===== src/rtl/iq_avg_scheduler_pkg.sv =====
// Shared definitions for the I/Q averaging scheduler: FSM encoding and default widths.
package iq_avg_scheduler_pkg;

    localparam int DEFAULT_NBITS = 16;
    localparam int DEFAULT_DIV_W = 16;

    typedef enum logic [1:0] {
        ST_IDLE = 2'd0,
        ST_ARM  = 2'd1,
        ST_RUN  = 2'd2
    } state_t;

endpackage


===== src/rtl/iq_result_buffer.sv =====
// Single-entry {I,Q} result holding register with valid/ready output, sticky drop flag
// and a wrapping count of captured results.
module iq_result_buffer #(
    parameter int W = 32
) (
    input  logic          clk,
    input  logic          rst,
    input  logic          capture,
    input  logic [W-1:0]  in_data,
    input  logic          m_ready,
    output logic          m_valid,
    output logic [W-1:0]  m_data,
    output logic          overrun,
    output logic [15:0]   window_count
);

    // A transfer on m_valid && m_ready frees the slot in the same cycle,
    // so a new result can land while the old one is being taken.
    logic accept;
    assign accept = capture && (!m_valid || m_ready);

    always_ff @(posedge clk) begin
        if (rst) begin
            m_valid      <= 1'b0;
            m_data       <= '0;
            overrun      <= 1'b0;
            window_count <= 16'd0;
        end else begin
            if (accept) begin
                m_valid      <= 1'b1;
                m_data       <= in_data;
                window_count <= window_count + 16'd1;
            end else if (m_valid && m_ready) begin
                m_valid <= 1'b0;
            end
            if (capture && m_valid && !m_ready) begin
                overrun <= 1'b1;
            end
        end
    end

endmodule


===== src/rtl/iq_avg_scheduler.sv =====
// Sequences the I/Q averagers: arms on enable, starts on a second marker, generates
// carrier-period strobes and window-close markers, and buffers averaged results.
module iq_avg_scheduler
    import iq_avg_scheduler_pkg::*;
#(
    parameter int NBITS = DEFAULT_NBITS,
    parameter int DIV_W = DEFAULT_DIV_W
) (
    input  logic                    clk,
    input  logic                    rst,
    input  logic                    enable,
    input  logic [DIV_W-1:0]        carrier_div,
    input  logic                    sec_sync,
    input  logic                    sample_strobe,
    output logic                    msf_carrier_pulse,
    output logic                    one_sec_marker,
    output logic                    load_val,
    input  logic signed [NBITS-1:0] i_average,
    input  logic signed [NBITS-1:0] q_average,
    input  logic                    avg_valid,
    output logic [2*NBITS-1:0]      m_data,
    output logic                    m_valid,
    input  logic                    m_ready,
    output logic                    overrun,
    output logic [15:0]             window_count,
    output logic [1:0]              dbg_state
);

    state_t           state;
    logic             sec_prev;
    logic             sec_edge;
    logic             run;
    logic [DIV_W-1:0] div_cnt;
    logic             pending;

    assign sec_edge  = sec_sync && !sec_prev;
    assign run       = (state == ST_RUN);
    assign dbg_state = state;

    // Strobes are decoded from registered state; rst gates them so nothing fires in the reset cycle.
    assign msf_carrier_pulse = run && !rst && (div_cnt == carrier_div);
    assign one_sec_marker    = msf_carrier_pulse && (pending || sec_edge);
    assign load_val          = run && !rst && sample_strobe;

    always_ff @(posedge clk) begin
        if (rst) begin
            state    <= ST_IDLE;
            sec_prev <= 1'b0;
            div_cnt  <= '0;
            pending  <= 1'b0;
        end else begin
            sec_prev <= sec_sync;

            if (!enable) begin
                state <= ST_IDLE;
            end else begin
                case (state)
                    ST_IDLE: state <= ST_ARM;
                    ST_ARM:  if (sec_edge) state <= ST_RUN;
                    ST_RUN:  state <= ST_RUN;
                    default: state <= ST_IDLE;
                endcase
            end

            if (!run) begin
                div_cnt <= '0;
            end else if (div_cnt == carrier_div) begin
                div_cnt <= '0;
            end else begin
                div_cnt <= div_cnt + DIV_W'(1);
            end

            // An edge on a pulse cycle is consumed by that pulse's marker.
            if (!run || msf_carrier_pulse) begin
                pending <= 1'b0;
            end else if (sec_edge) begin
                pending <= 1'b1;
            end
        end
    end

    iq_result_buffer #(
        .W (2*NBITS)
    ) u_buf (
        .clk          (clk),
        .rst          (rst),
        .capture      (avg_valid && run),
        .in_data      ({i_average, q_average}),
        .m_ready      (m_ready),
        .m_valid      (m_valid),
        .m_data       (m_data),
        .overrun      (overrun),
        .window_count (window_count)
    );

endmodule


===== config.mk =====
export PLATFORM = sky130hd
export DESIGN_NAME = iq_avg_scheduler
export DESIGN_NICKNAME = d
export VERILOG_FILES = /design/src/rtl/iq_avg_scheduler_pkg.sv /design/src/rtl/iq_result_buffer.sv /design/src/rtl/iq_avg_scheduler.sv
export SDC_FILE = /design/constraint.sdc
export NUM_CORES = 1
export LEC_CHECK = 0
export ABC_AREA = 1
export BUFFER_PORTS_ARGS = -buffer_cell sky130_fd_sc_hd__buf_2
export CAP_MARGIN = 10
export CELL_PAD_IN_SITES_DETAIL_PLACEMENT = 0
export CELL_PAD_IN_SITES_GLOBAL_PLACEMENT = 1
export CORE_UTILIZATION = 37
export CTS_CLUSTER_DIAMETER = 30
export DETAILED_ROUTE_END_ITERATION = 16
export GPL_TIMING_DRIVEN = 1
export PLACE_DENSITY_LB_ADDON = 0.3
export SYNTH_ARGS = -nofsm -noshare
export SYNTH_HDL_FRONTEND = slang
export SYNTH_HIERARCHICAL = 1
export SYNTH_SLANG_ARGS = --single-unit

===== constraint.sdc =====
create_clock -name clk -period 3.4 [get_ports clk]
set_input_delay 0.85 -clock clk [delete_from_list [all_inputs] [get_ports clk]]
set_output_delay 0.85 -clock clk [all_outputs]
set_load 0.03 [all_outputs]

---- Word level (Yosys, flattened, before mapping) ----
Index checks and enable logic that the tools add are counted.
operators by class
  multiplexer cells ....................... 4
  reductions and logical operators ........ 23
  bitwise gates (word level) .............. 2
  add/subtract/negate cells ............... 2
  eq/ne operators ......................... 4
operators by type and width
  operator                 number
  $add A16 B1 Y16 const B  2
  $eq A16 B16 Y1           1
  $logic_and A1 B1 Y1      10
  $pmux W2 S3              1
  $logic_not A1 Y1         5
  $reduce_or A2 Y1         2
  $logic_or A1 B1 Y1       3
  $reduce_or A3 Y1         1
  $eq A2 B1 Y1 const B     1
  $eq A2 B2 Y1 const B     1
  $logic_not A2 Y1         1
  $mux W1                  2
  $mux W2                  1
  $ne A2 B2 Y1 const B     1
  $not A1 Y1               2
  $reduce_bool A2 Y1       1
word-level totals
  bits in registers ....................... 70
  input port bits ......................... 55
  output and inout bits ................... 55

---- Logic depth before layout (Yosys ltp) ----
  depth in word-level cells ............... 5
  depth in mapped cells ................... 11

---- Hierarchy ----
Netlist, hierarchy kept.
modules (own cells, without submodules)
  module            cells each  area each (um^2)  times used
  iq_result_buffer  273         1971.9            1
  iq_avg_scheduler  217         1308.8            1

---- Worst setup path before layout ----
No wires, ideal clock.
  path kind ............................... input port to output port
  from .................................... input carrier_div[15]
  to ...................................... output one_sec_marker
  stages on the path ...................... 8
  slack ................................... 0.786 ns
  arrival time ............................ 1.764 ns
  cell sequence ........................... inv_1 > nand2_1 > nand2_1 > nor2_1 > nand2_1 > nor2_1 > nand3_1 > nor2_1
on the way
  word-level cells in the longest chain between the ends .. 3
ends and longest elaborated chain
  element              line                    text
  start: declaration   iq_avg_scheduler.sv:12  input logic [DIV_W-1:0] carrier_div,
  $eq A16 B16 Y1       iq_avg_scheduler.sv:41  assign msf_carrier_pulse = run && !rst && (div_cnt == carrier_div);
  $logic_and A1 B1 Y1  iq_avg_scheduler.sv:41
  $logic_and A1 B1 Y1  iq_avg_scheduler.sv:42  assign one_sec_marker = msf_carrier_pulse && (pending || sec_edge);
  end: declaration     iq_avg_scheduler.sv:16  output logic one_sec_marker,
Every way passes these cells.

---- Worst setup path after layout ----
  from .................................... input carrier_div[2]
  to ...................................... output one_sec_marker
Same word-level chain as after synthesis.

==> flow_metrics.py <==
metrics = {
    "run_status": {
        "status": "completed",
    },
    "clock_tree": {
        "root_buffer": "clkbuf_8",
        "cts_setup_buffers": 0,
        "clk_latency_ps": 330,
        "htree_num_levels": 3,
        "cts_resized": 0,
        "cts.sinks": 70,
        "clock_path_buffers": 2,
        "cts.clk_slew.worst_paths_ps": 70,
        "ctsHoldBuffers": 0,
        "cts_tree": "done",
        "cts_buffers": 9,
    },
    "floorplan": {
        "die_w_um": 96.16,
        "ios": 110,
        "start_util_pct": 39.14,
        "design.core.area_um2": 8382,
        "die_h_um": 96.16,
        "fp.dieArea_um2": 9247,
        "rows": 33,
    },
    "synthesis": {
        "synth_fa_ha_area_share_pct": 1.907,
        "synth_seq_cells": 70,
        "synth_area_leaders": "dfxtp_1 (43%), nor2_1 (15%), nand2_1 (11%)",
        "synth_top_family_by_area": "simple AND/OR/NAND/NOR gates",
        "yosysWarnings": 6,
        "syn-mean-instance-area_um2": 6.695,
        "synth-xor-area-share_pct": 3.471,
        "synth_compound_area_share_pct": 8.543,
        "postSynthNetCount": 550,
        "synth.cell_area_um2": 3281,
        "seq_area_frac_synth_pct": 42.72,
        "synth-simple-area-share_pct": 33.26,
        "synth_cell_types": 27,
        "muxShareOfSynthArea_pct": 0,
        "synth_top_area_share_pct": 42.72,
        "syn_inst": 490,
        "yosysTopAreaCell": "dfxtp_1",
    },
    "timing": {
        "hold_viol": 0,
        "rsz0062_at_grt": "false",
        "fin_setup_tns_ps": 0,
        "max_freq_ghz": 0.3714,
        "period_needed_ps": 2692,
        "worst_pin_slew_ps": 481.9,
        "final_max_slew_viol_count": 0,
        "finalSetupViolCount": 0,
        "finalCritPeriodShare_pct": 79.18,
        "skew_ps": 6.040,
        "maxSlewHeadroom_pct": 67.80,
    },
    "worst_setup_path": {
        "worstPathRequired_ps": 2550,
        "cp_slowest_cell": "buf_2",
        "worstSetupStartpointType": "input pin",
        "crit_type": "in -> out",
        "crit_family": "simple AND/OR/NAND/NOR gates",
        "path_common_cell": "nand2_1",
        "cp_max_fo": 2,
        "critPathArrivalTime_ps": 1840,
        "crit_chain": "buf_2 > nand2_1 > nand2_1 > nor2_1 > nand2_1 > nor2_2 > nand3_1 > nor2_1 > buf_2",
        "critPathMaxStageDelay_ps": 200,
        "cp-end-kind": "output port",
        "worst-path-buf-inv": 2,
        "r2r_setup_slack_ps": 1530,
    },
    "power": {
        "p_leak_uw": 0.001936,
        "powerDensity_nw_per_um2": 407.8,
        "irDropWorstVdd_mv": 0.1885,
        "fin_total_pwr_uw": 1674,
    },
    "detailed_routing": {
        "highest_layer": "met4",
        "wl_met2_um": 3390,
        "wl_met3_um": 295,
        "route.detailed.drc": 0,
        "dr.pass1.iters": 4,
        "routedWlPerCell_um": 10.24,
        "antenna_left": 0,
        "drt_iter0_markers": 56,
        "drt-total-wl_um": 7271,
        "num_vias": 3140,
        "wl_met1_um": 3452,
        "viasPerCell": 4.423,
    },
    "placed_design": {
        "place_congestion": 0.7424,
        "dpl.hpwl_um": 5357,
        "io_buffers": 109,
    },
    "cells_and_area": {
        "drive_above_1_share_pct": 24.63,
        "area_growth_pct": 25.13,
        "layout_commonest_cell": "nor2_1",
        "n_antenna_cell": 0,
        "final_net_count": 660,
        "mostFrequentLayoutCells": "nor2_1 (129), buf_2 (109), nand2_1 (99), dfxtp_1 (70), inv_1 (62)",
    },
    "grt": {
        "grt_pass1_wl_um": 11940,
        "antenna_found_initial": 0,
        "grt_start_max_net_pins": 45,
        "grt_use_total_pct": 16.80,
        "grt_remaining_overflow": 0,
        "grt_pass1_vias": 2815,
    },
    "flow_run": {
        "maxCapViolCount": 0,
    },
    "hold_path": {
        "hold_class": "reg -> reg",
    },
}
## area by class of cell
cell class,count,area (um^2)
inverter,68,255.2
clock inverter,3,42.54
clock buffer,13,158.9
fill,896,4277
multi-input combinational,339,1548
tap,105,131.4
timing repair buffer,112,568.0
sequential,70,1401
## kinds of logic (layout without fill, tap and decap cells)
logic type,Yosys count,count (layout)
DFF,70,70
adders and majority gates,5,5
AOI/OAI and AO/OA,53,53
xor gates and xnor gates,13,13
and+or+nand+nor,268,268
buffers and inverters,81,196
## per-stage QoR
step / instances / hold slack, ps / area, um^2 / util [%] / setup slack, ps
final: 710 / 479.9 / 4105 / 48.98 / 707.8
after global routing: 710 / 505.0 / 4105 / 48.98 / 572.2
after CTS: 710 / 487.2 / 4105 / 48.98 / 670.3
after detailed placement: 694 / 468.2 / 3904 / 46.57 / 678.4
after global placement: 694 / 457.2 / 3904 / 46.57 / 687.8
after floorplan: 490 / 450.2 / 3281 / - / 786.3
## synthesized netlist by cell type
master,instances
a31oi_1,1
inv_2,6
nand2_2,1
nand2_1,99
ha_1,5
nand4_1,3
buf_4,2
dfxtp_1,70
o21ai_0,39
inv_1,62
nand3_1,16
nor3_1,2
o21ai_1,3
buf_12,1
a21oi_1,8
nor2_1,129
nor2_2,14
xnor2_1,1
a21oi_4,1
nor3b_1,2
buf_1,2
o21bai_1,1
xor2_1,12
buf_2,3
clkbuf_1,5
and2_1,1
nand2_4,1
## power breakdown
part	total (uW)	switching, uW	internal, uW
combinational	153	94.7	58.7
clock	676	297	379
sequential	845	9.00	836
## path summary, 6_finish.rpt
kind | from | end | cells past startpoint
hold / removal | u_buf/m_data[1] | u_buf/m_data[1] | 2
setup / recovery | carrier_div[2] | one_sec_marker | 9
hold reg to reg | u_buf/m_data[1] | u_buf/m_data[1] | 2
setup reg to reg | dbg_state[0] | u_buf/window_count[4] | 9
## sequential cells by signal, summed over array words and instances, names as in the netlist
name	flops
div_cnt	16
pending	1
dbg_state	2
u_buf/window_count	16
sec_prev	1
u_buf/overrun	1
u_buf/m_data	32
u_buf/m_valid	1
## worst reg2reg max path, cell delays in order, from the launching register on
cell     delay (ps)
dfxtp_1         340
inv_1            90
ha_1            160
nand2_1          50
inv_1           120
inv_2            70
a21oi_4         390
buf_4           370
a21oi_1         110
nor2_1          100
## per-layer routing
layer  vias to the layer above  track usage [%]
li1                       1709                -
met1                      1361            19.11
met2                        60            29.91
met3                        10            3.555
met4                         0            7.587
met5                         -                0
(Power assumes the default switching activity.)
